**src/rtl/latch_enable_gen.sv**
```systemverilog
// latch_enable_gen: pulse-enable sequencer for the pulsed-latch shift register bank.
// A single accepted start issues WIDTH one-cycle En1 pulses (shift modes) or a
// single En2 pulse (parallel load), spaced by GAP idle cycles, then strobes done.
module latch_enable_gen #(
    parameter int WIDTH = 4,
    parameter int CNT_W = 3,
    parameter int GAP   = 1
) (
    input  logic             clk,
    input  logic             rst,
    input  logic             start,
    input  logic [2:0]       sel,
    input  logic             abort,
    output logic [2:0]       sel_out,
    output logic             En1,
    output logic             En2,
    output logic             busy,
    output logic             done,
    output logic             err,
    output logic [CNT_W-1:0] shift_cnt
);

    typedef enum logic [1:0] {
        ST_IDLE  = 2'd0,
        ST_PULSE = 2'd1,
        ST_GAP   = 2'd2,
        ST_DONE  = 2'd3
    } state_t;

    localparam logic [2:0]       SEL_LOAD     = 3'b010;
    localparam logic [1:0]       GAP_LOAD     = (GAP > 0) ? 2'(GAP - 1) : 2'd0;
    localparam logic [CNT_W-1:0] SHIFT_REMAIN = CNT_W'(WIDTH - 1);

    state_t           state_r;
    logic [CNT_W-1:0] remaining_r;
    logic [1:0]       gap_r;

    // Shift modes that drive En1 pulses.
    function automatic logic sel_is_shift(input logic [2:0] s);
        case (s)
            3'b000, 3'b001, 3'b011, 3'b100: return 1'b1;
            default:                        return 1'b0;
        endcase
    endfunction

    // Sequencer: state always reflects what the outputs currently show. The
    // accepting edge already emits the first pulse, so remaining/shift_cnt are
    // loaded one step ahead (WIDTH-1 left, one issued) to make the first pulse
    // visible in the cycle right after start is sampled.
    always_ff @(posedge clk) begin
        if (rst) begin
            state_r     <= ST_IDLE;
            remaining_r <= {CNT_W{1'b0}};
            gap_r       <= 2'd0;
            sel_out     <= 3'b000;
            En1         <= 1'b0;
            En2         <= 1'b0;
            busy        <= 1'b0;
            done        <= 1'b0;
            err         <= 1'b0;
            shift_cnt   <= {CNT_W{1'b0}};
        end else begin
            En1  <= 1'b0;
            En2  <= 1'b0;
            done <= 1'b0;
            err  <= 1'b0;
            case (state_r)
                ST_IDLE: begin
                    busy <= 1'b0;
                    if (abort) begin
                        state_r <= ST_IDLE;
                    end else if (start) begin
                        if (sel_is_shift(sel) || (sel == SEL_LOAD)) begin
                            state_r     <= ST_PULSE;
                            sel_out     <= sel;
                            En1         <= (sel != SEL_LOAD);
                            En2         <= (sel == SEL_LOAD);
                            busy        <= 1'b1;
                            shift_cnt   <= CNT_W'(1);
                            remaining_r <= (sel == SEL_LOAD) ? {CNT_W{1'b0}} : SHIFT_REMAIN;
                        end else begin
                            err <= 1'b1;
                        end
                    end else begin
                        state_r <= ST_IDLE;
                    end
                end
                ST_PULSE: begin
                    if (abort) begin
                        state_r <= ST_IDLE;
                        busy    <= 1'b0;
                    end else if (remaining_r == {CNT_W{1'b0}}) begin
                        state_r <= ST_DONE;
                        busy    <= 1'b0;
                        done    <= 1'b1;
                    end else if (GAP == 0) begin
                        state_r     <= ST_PULSE;
                        En1         <= (sel_out != SEL_LOAD);
                        En2         <= (sel_out == SEL_LOAD);
                        shift_cnt   <= shift_cnt + CNT_W'(1);
                        remaining_r <= remaining_r - CNT_W'(1);
                    end else begin
                        state_r <= ST_GAP;
                        gap_r   <= GAP_LOAD;
                    end
                end
                ST_GAP: begin
                    if (abort) begin
                        state_r <= ST_IDLE;
                        busy    <= 1'b0;
                    end else if (gap_r == 2'd0) begin
                        state_r     <= ST_PULSE;
                        En1         <= (sel_out != SEL_LOAD);
                        En2         <= (sel_out == SEL_LOAD);
                        shift_cnt   <= shift_cnt + CNT_W'(1);
                        remaining_r <= remaining_r - CNT_W'(1);
                    end else begin
                        gap_r <= gap_r - 2'd1;
                    end
                end
                ST_DONE: begin
                    state_r <= ST_IDLE;
                    busy    <= 1'b0;
                end
                default: begin
                    state_r <= ST_IDLE;
                    busy    <= 1'b0;
                end
            endcase
        end
    end

endmodule
```
**config.mk**
```make
export PLATFORM = sky130hd
export DESIGN_NAME = latch_enable_gen
export DESIGN_NICKNAME = d
export VERILOG_FILES = /design/src/rtl/latch_enable_gen.sv
export SDC_FILE = /design/constraint.sdc
export NUM_CORES = 1
export LEC_CHECK = 0
export ABC_AREA = 1
export BUFFER_PORTS_ARGS = -buffer_cell sky130_fd_sc_hd__buf_2
export CAP_MARGIN = 20
export CELL_PAD_IN_SITES_DETAIL_PLACEMENT = 1
export CELL_PAD_IN_SITES_GLOBAL_PLACEMENT = 1
export CORE_MARGIN = 4
export CORE_UTILIZATION = 36
export CTS_BUF_LIST = sky130_fd_sc_hd__clkbuf_8 sky130_fd_sc_hd__clkbuf_16
export CTS_CLUSTER_SIZE = 40
export DETAILED_ROUTE_END_ITERATION = 8
export GPL_TIMING_DRIVEN = 0
export PLACE_DENSITY = 0.72
export RECOVER_POWER = 50
export SLEW_MARGIN = 20
export SYNTH_ARGS = -nofsm -noshare
export SYNTH_HDL_FRONTEND = slang
export SYNTH_SLANG_ARGS = --single-unit
export TNS_END_PERCENT = 100
```
**constraint.sdc**
```tcl
create_clock -name clk -period 1.7 [get_ports clk]
set_clock_uncertainty 0.1 [all_clocks]
set_input_delay 0.17 -clock clk [delete_from_list [all_inputs] [get_ports clk]]
set_output_delay 0.17 -clock clk [all_outputs]
set_load 0.02 [all_outputs]
```
* Word-level counts from Yosys, hierarchy flattened
Index checks and enable logic that the tools add are counted.
** Operators by class
- Muxes and demuxes :: 52
- Bitwise gates (word level) :: 4
- Reduce and logical (&&, ||, !) cells :: 15
- Equality and inequality tests :: 22
- Add/subtract/negate cells :: 3
** Operator list (number)
- two-way mux 3 bit :: 10
- two-way mux 1 bit :: 24
- two-way mux 2 bit :: 11
- inequality test 2 bit (second input constant) :: 9
- one-hot mux 3 bit (2 select lines) :: 2
- == test 3 x 2 -> 1 bit (second input constant) :: 3
- one-hot mux 2 bit (4 select lines) :: 1
- OR reduction 4 bit :: 2
- logical NOT 3 bit :: 2
- inequality test 3 x 2 -> 1 bit (second input constant) :: 2
- inequality test 3 bit (second input constant) :: 2
- AND reduction 6 bit :: 1
- AND reduction 5 bit :: 1
- == test 2 bit (second input constant) :: 2
- logical NOT 2 bit :: 2
- inequality test 4 bit (second input constant) :: 1
- inverter 1 bit :: 4
- one-hot mux 1 bit (2 select lines) :: 2
- one-hot mux 1 bit (4 select lines) :: 1
- one-hot mux 2 bit (2 select lines) :: 1
- AND reduction 2 bit :: 2
- AND reduction 4 bit :: 1
- nonzero test 2 bit :: 2
- adder 3 x 1 -> 3 bit (second input constant) :: 1
- other kinds (7) :: 7
** Word-level totals
- Register bits after elaboration :: 18
- Output and inout bits :: 11

* Longest topological paths before layout
- Depth after elaboration :: 12
- Depth in mapped cells :: 10

* Worst setup path before layout
No wires, ideal clock.
- Path type :: reg-to-reg
- From :: reg gap_r[0]
- To :: reg remaining_r[0]
- Stages on the path, launching flop included :: 10
- Arrival time :: 1070 ps
- Required time :: 1486 ps
- Path buffers :: 0
- Slack :: 416 ps
- Cells stage by stage :: dfxtp_1 inv_1 ha_1 inv_1 nor2_1 nand2_1 nand2_2 nand2_4 o21bai_1 nor2_1
** On the way
- Cells in the longest elaborated chain, start to end :: 3
** RTL lines
- from (decl) :: RTL line 36 : logic [1:0] gap_r;
- from (signal assigned) :: RTL line 118 : gap_r <= gap_r - 2'd1;
- logical NOT 2 bit :: RTL line 111 : end else if (gap_r == 2'd0) begin
- inequality test 2 bit (no line)
- AND reduction 6 bit (no line)
- to (signal assigned) :: RTL line 80 : remaining_r <= (sel == SEL_LOAD) ? {CNT_W{1'b0}} : SHIFT_REMAIN;
- to (signal assigned) :: RTL line 101 : remaining_r <= remaining_r - CNT_W'(1);
- to (signal assigned) :: RTL line 116 : remaining_r <= remaining_r - CNT_W'(1);
- to (decl) :: RTL line 35 : logic [CNT_W-1:0] remaining_r;
No other way between the ends.
A chain may end at the register's enable or synchronous reset.

* Final worst setup path
Ends and elaborated chain as after synthesis.

==> metrics.yaml <==
status:
  status: "complete, no violations"
routing:
  first_iter_violations: 6
  top_layer: "met4"
  dr_wl_met3_um: 87
  postRouteAntennaNets: 0
  wl_per_cell_um: 11.7
  wl_met1_um: 929
  vias: 862
  dr.pass1.iters: 3
  routed_wl_um: 2110
  drc: 0
  vias_per_cell: 4.79
  met2_length_um: 1080
logic_synthesis:
  yosys_warnings: 0
  yosys-top-cells-count: "nor2_1, nand2_1, inv_1, dfxtp_1, o21ai_0"
  synth_area_um2: 886
  syn_nets: 142
  post-synth-top-count-cell: "nor2_1"
  synth_ff_type: "dfxtp_1"
  yosys-top-cells-area: "dfxtp_1, nor2_1, nand2_1, inv_1, ha_1"
  synthArstFlopShare: 0
  yosysSeqAreaShare: 0.407
  synth_edf_count: 0
  ys_types: 18
  synth_top_cell_by_area: "dfxtp_1"
  synthCells: 131
  synth_top_area_share: 0.407
  synth-seq-cells: 18
  syn_avg_cell_area_um2: 6.76
die:
  core_area_um2: 2280
  start_util: 0.389
  die-area_um2: 3320
  io_pins: 18
  row_count: 17
  die_w_um: 57.6
  die_h_um: 57.6
cts:
  clkTransAtPathRegs_ps: 70
  htreeDepth: 1
  clock_latency_ps: 250
  clock_sinks: 18
  ctsHoldBuffers: 0
  clockBufferDepth: 2
  cts_inserted_buffers: 3
  cts_resized: 0
  cts-root-buf: "clkbuf_8"
  cts_tree: "done"
  post_cts_buffers: 0
global_routing:
  antenna_found_initial: 0
  grt_overflow_total: 0
  grt_pass1_wl_um: 3710
  grt_max_degree: 11
  first_global_vias: 864
  grt_usage: 0.143
place:
  hpwl_um: 1700
  place_congestion: 0.753
  placed_cell_area_um2: 1010
  portBuffers: 17
  post-place-ws_ps: 196
  dp_cells: 176
timing:
  hold_violations: 0
  fin_crit_sh: 0.870
  setup_viol_count_final: 0
  rsz0062_at_grt: "no"
  setup_ws_ps: 221
  setup_tns_ps: 0
  fmax_ghz: 0.676
  tightestPinTransition_ps: 493
  min_period_ps: 1480
  slew_viol_final: 0
  worst_hold_slack_ps: 124
  relSlewSlack: 0.671
power_and_ir_drop:
  max-vdd-ir-drop_v: 0.000514
  p_leak_nw: 0.501
  power_density_nw_per_um2: 895
  finalPower_mw: 0.935
setup_path:
  cp-end-kind: "flop"
  critPathMaxFanout: 8
  crit_required_ps: 1750
  arrival_ps: 1530
  startpoint_type: "flop"
  criticalPathCategory: "reg -> reg"
hold_path:
  hp-class: "in -> reg"
final_layout:
  ff_latch_area_um2: 360
  instances_no_fill: 180
  diodes: 0
  fin_util: 0.459
  multi_input_area_um2: 435
  n_fill_cell: 320
  area_growth_pct: 17.9
  final_nets: 164
  final_layout_size_suffix_gt1_frac: 0.0921
  final_cell_area_um2: 1040
flow_run:
  maxCapViolations: 0
==> cells by family (layout without fill, tap and decap cells) <==
group           Yosys count  count (layout)  share of synthesized area
fa+ha+maj                 4               4                     0.0565
buf+inv                  23              44                     0.0989
flops                    18              18                      0.407
compound gates           19              19                      0.123
simple gates             67              67                      0.315
==> worst max-delay path: stages (launching register included) <==
cell and delay [ps]:
dfxtp_1 310, inv_1 70, ha_1 140, inv_1 50, nor2_1 190, nand2_1 130, nand2_2 110, nand2_4 90
o21bai_1 140, nor2_1 50
==> power breakdown <==
part | internal [mW] | leakage (nW) | total [mW] | switching (mW)
logic | 0.0435 | 0.325 | 0.133 | 0.0893
registers | 0.441 | 0.147 | 0.451 | 0.0106
clock network | 0.206 | 0.0288 | 0.351 | 0.145
total | 0.690 | 0.501 | 0.935 | 0.245
==> worst paths after layout <==
check | start | endpoint | slack [ps] | cells past startpoint
setup / recovery | gap_r[0]$_SDFFE_PP0P_ | remaining_r[0]$_SDFFE_PP0P_ | 220 | 9
hold / removal | sel[2] | sel_out[2]$_SDFFE_PP0P_ | 120 | 3
setup reg to reg | gap_r[0]$_SDFFE_PP0P_ | remaining_r[0]$_SDFFE_PP0P_ | 220 | 9
hold reg to reg | sel_out[0]$_SDFFE_PP0P_ | sel_out[0]$_SDFFE_PP0P_ | 370 | 2
==> registers in the layout (all words and copies together) (netlist names) <==
| signal | cells |
|---|---|
| En1 | 1 |
| En2 | 1 |
| busy | 1 |
| done | 1 |
| err | 1 |
| gap_r | 2 |
| remaining_r | 3 |
| sel_out | 3 |
| shift_cnt | 3 |
| state_r | 2 |
==> area by class of cell <==
cell class                 count  area share
clock buffer                   4      0.0527
timing repair buffer          17      0.0683
tap                           28      0.0335
inverter                      22      0.0802
multi-input combinational     90       0.417
buffer                         1     0.00359
sequential                    18       0.345
==> metal layers <==
| metal | vias to the layer above | track usage |
|---|---|---|
| met1 | 404 | 0.178 |
| li1 | 444 | - |
| met4 | 0 | 0.0497 |
| met2 | 12 | 0.244 |
| met5 | - | 0 |
| met3 | 2 | 0.0294 |
==> layout by cell type (no fill, tap or decap) <==
| master | netlist | final |
|---|---|---|
| nor2_1 | 30 | 30 |
| nand2_1 | 27 | 28 |
| inv_1 | 21 | 21 |
| dfxtp_1 | 18 | 18 |
| clkbuf_1 | 1 | 12 |
| o21ai_0 | 7 | 7 |
| a21oi_1 | 6 | 6 |
| buf_2 | 0 | 6 |
| nand3_1 | 5 | 5 |
| ha_1 | 4 | 4 |
| clkbuf_8 | 0 | 4 |
| o21a_1 | 2 | 2 |
| o21bai_1 | 2 | 2 |
| nor2_4 | 1 | 1 |
| a22oi_1 | 1 | 1 |
| nand2_2 | 2 | 1 |
| nand2_4 | 1 | 1 |
| nor3_1 | 1 | 1 |
| clkinv_2 | 1 | 1 |
| a31oi_1 | 1 | 1 |
Power figures use the tool's default switching activity.
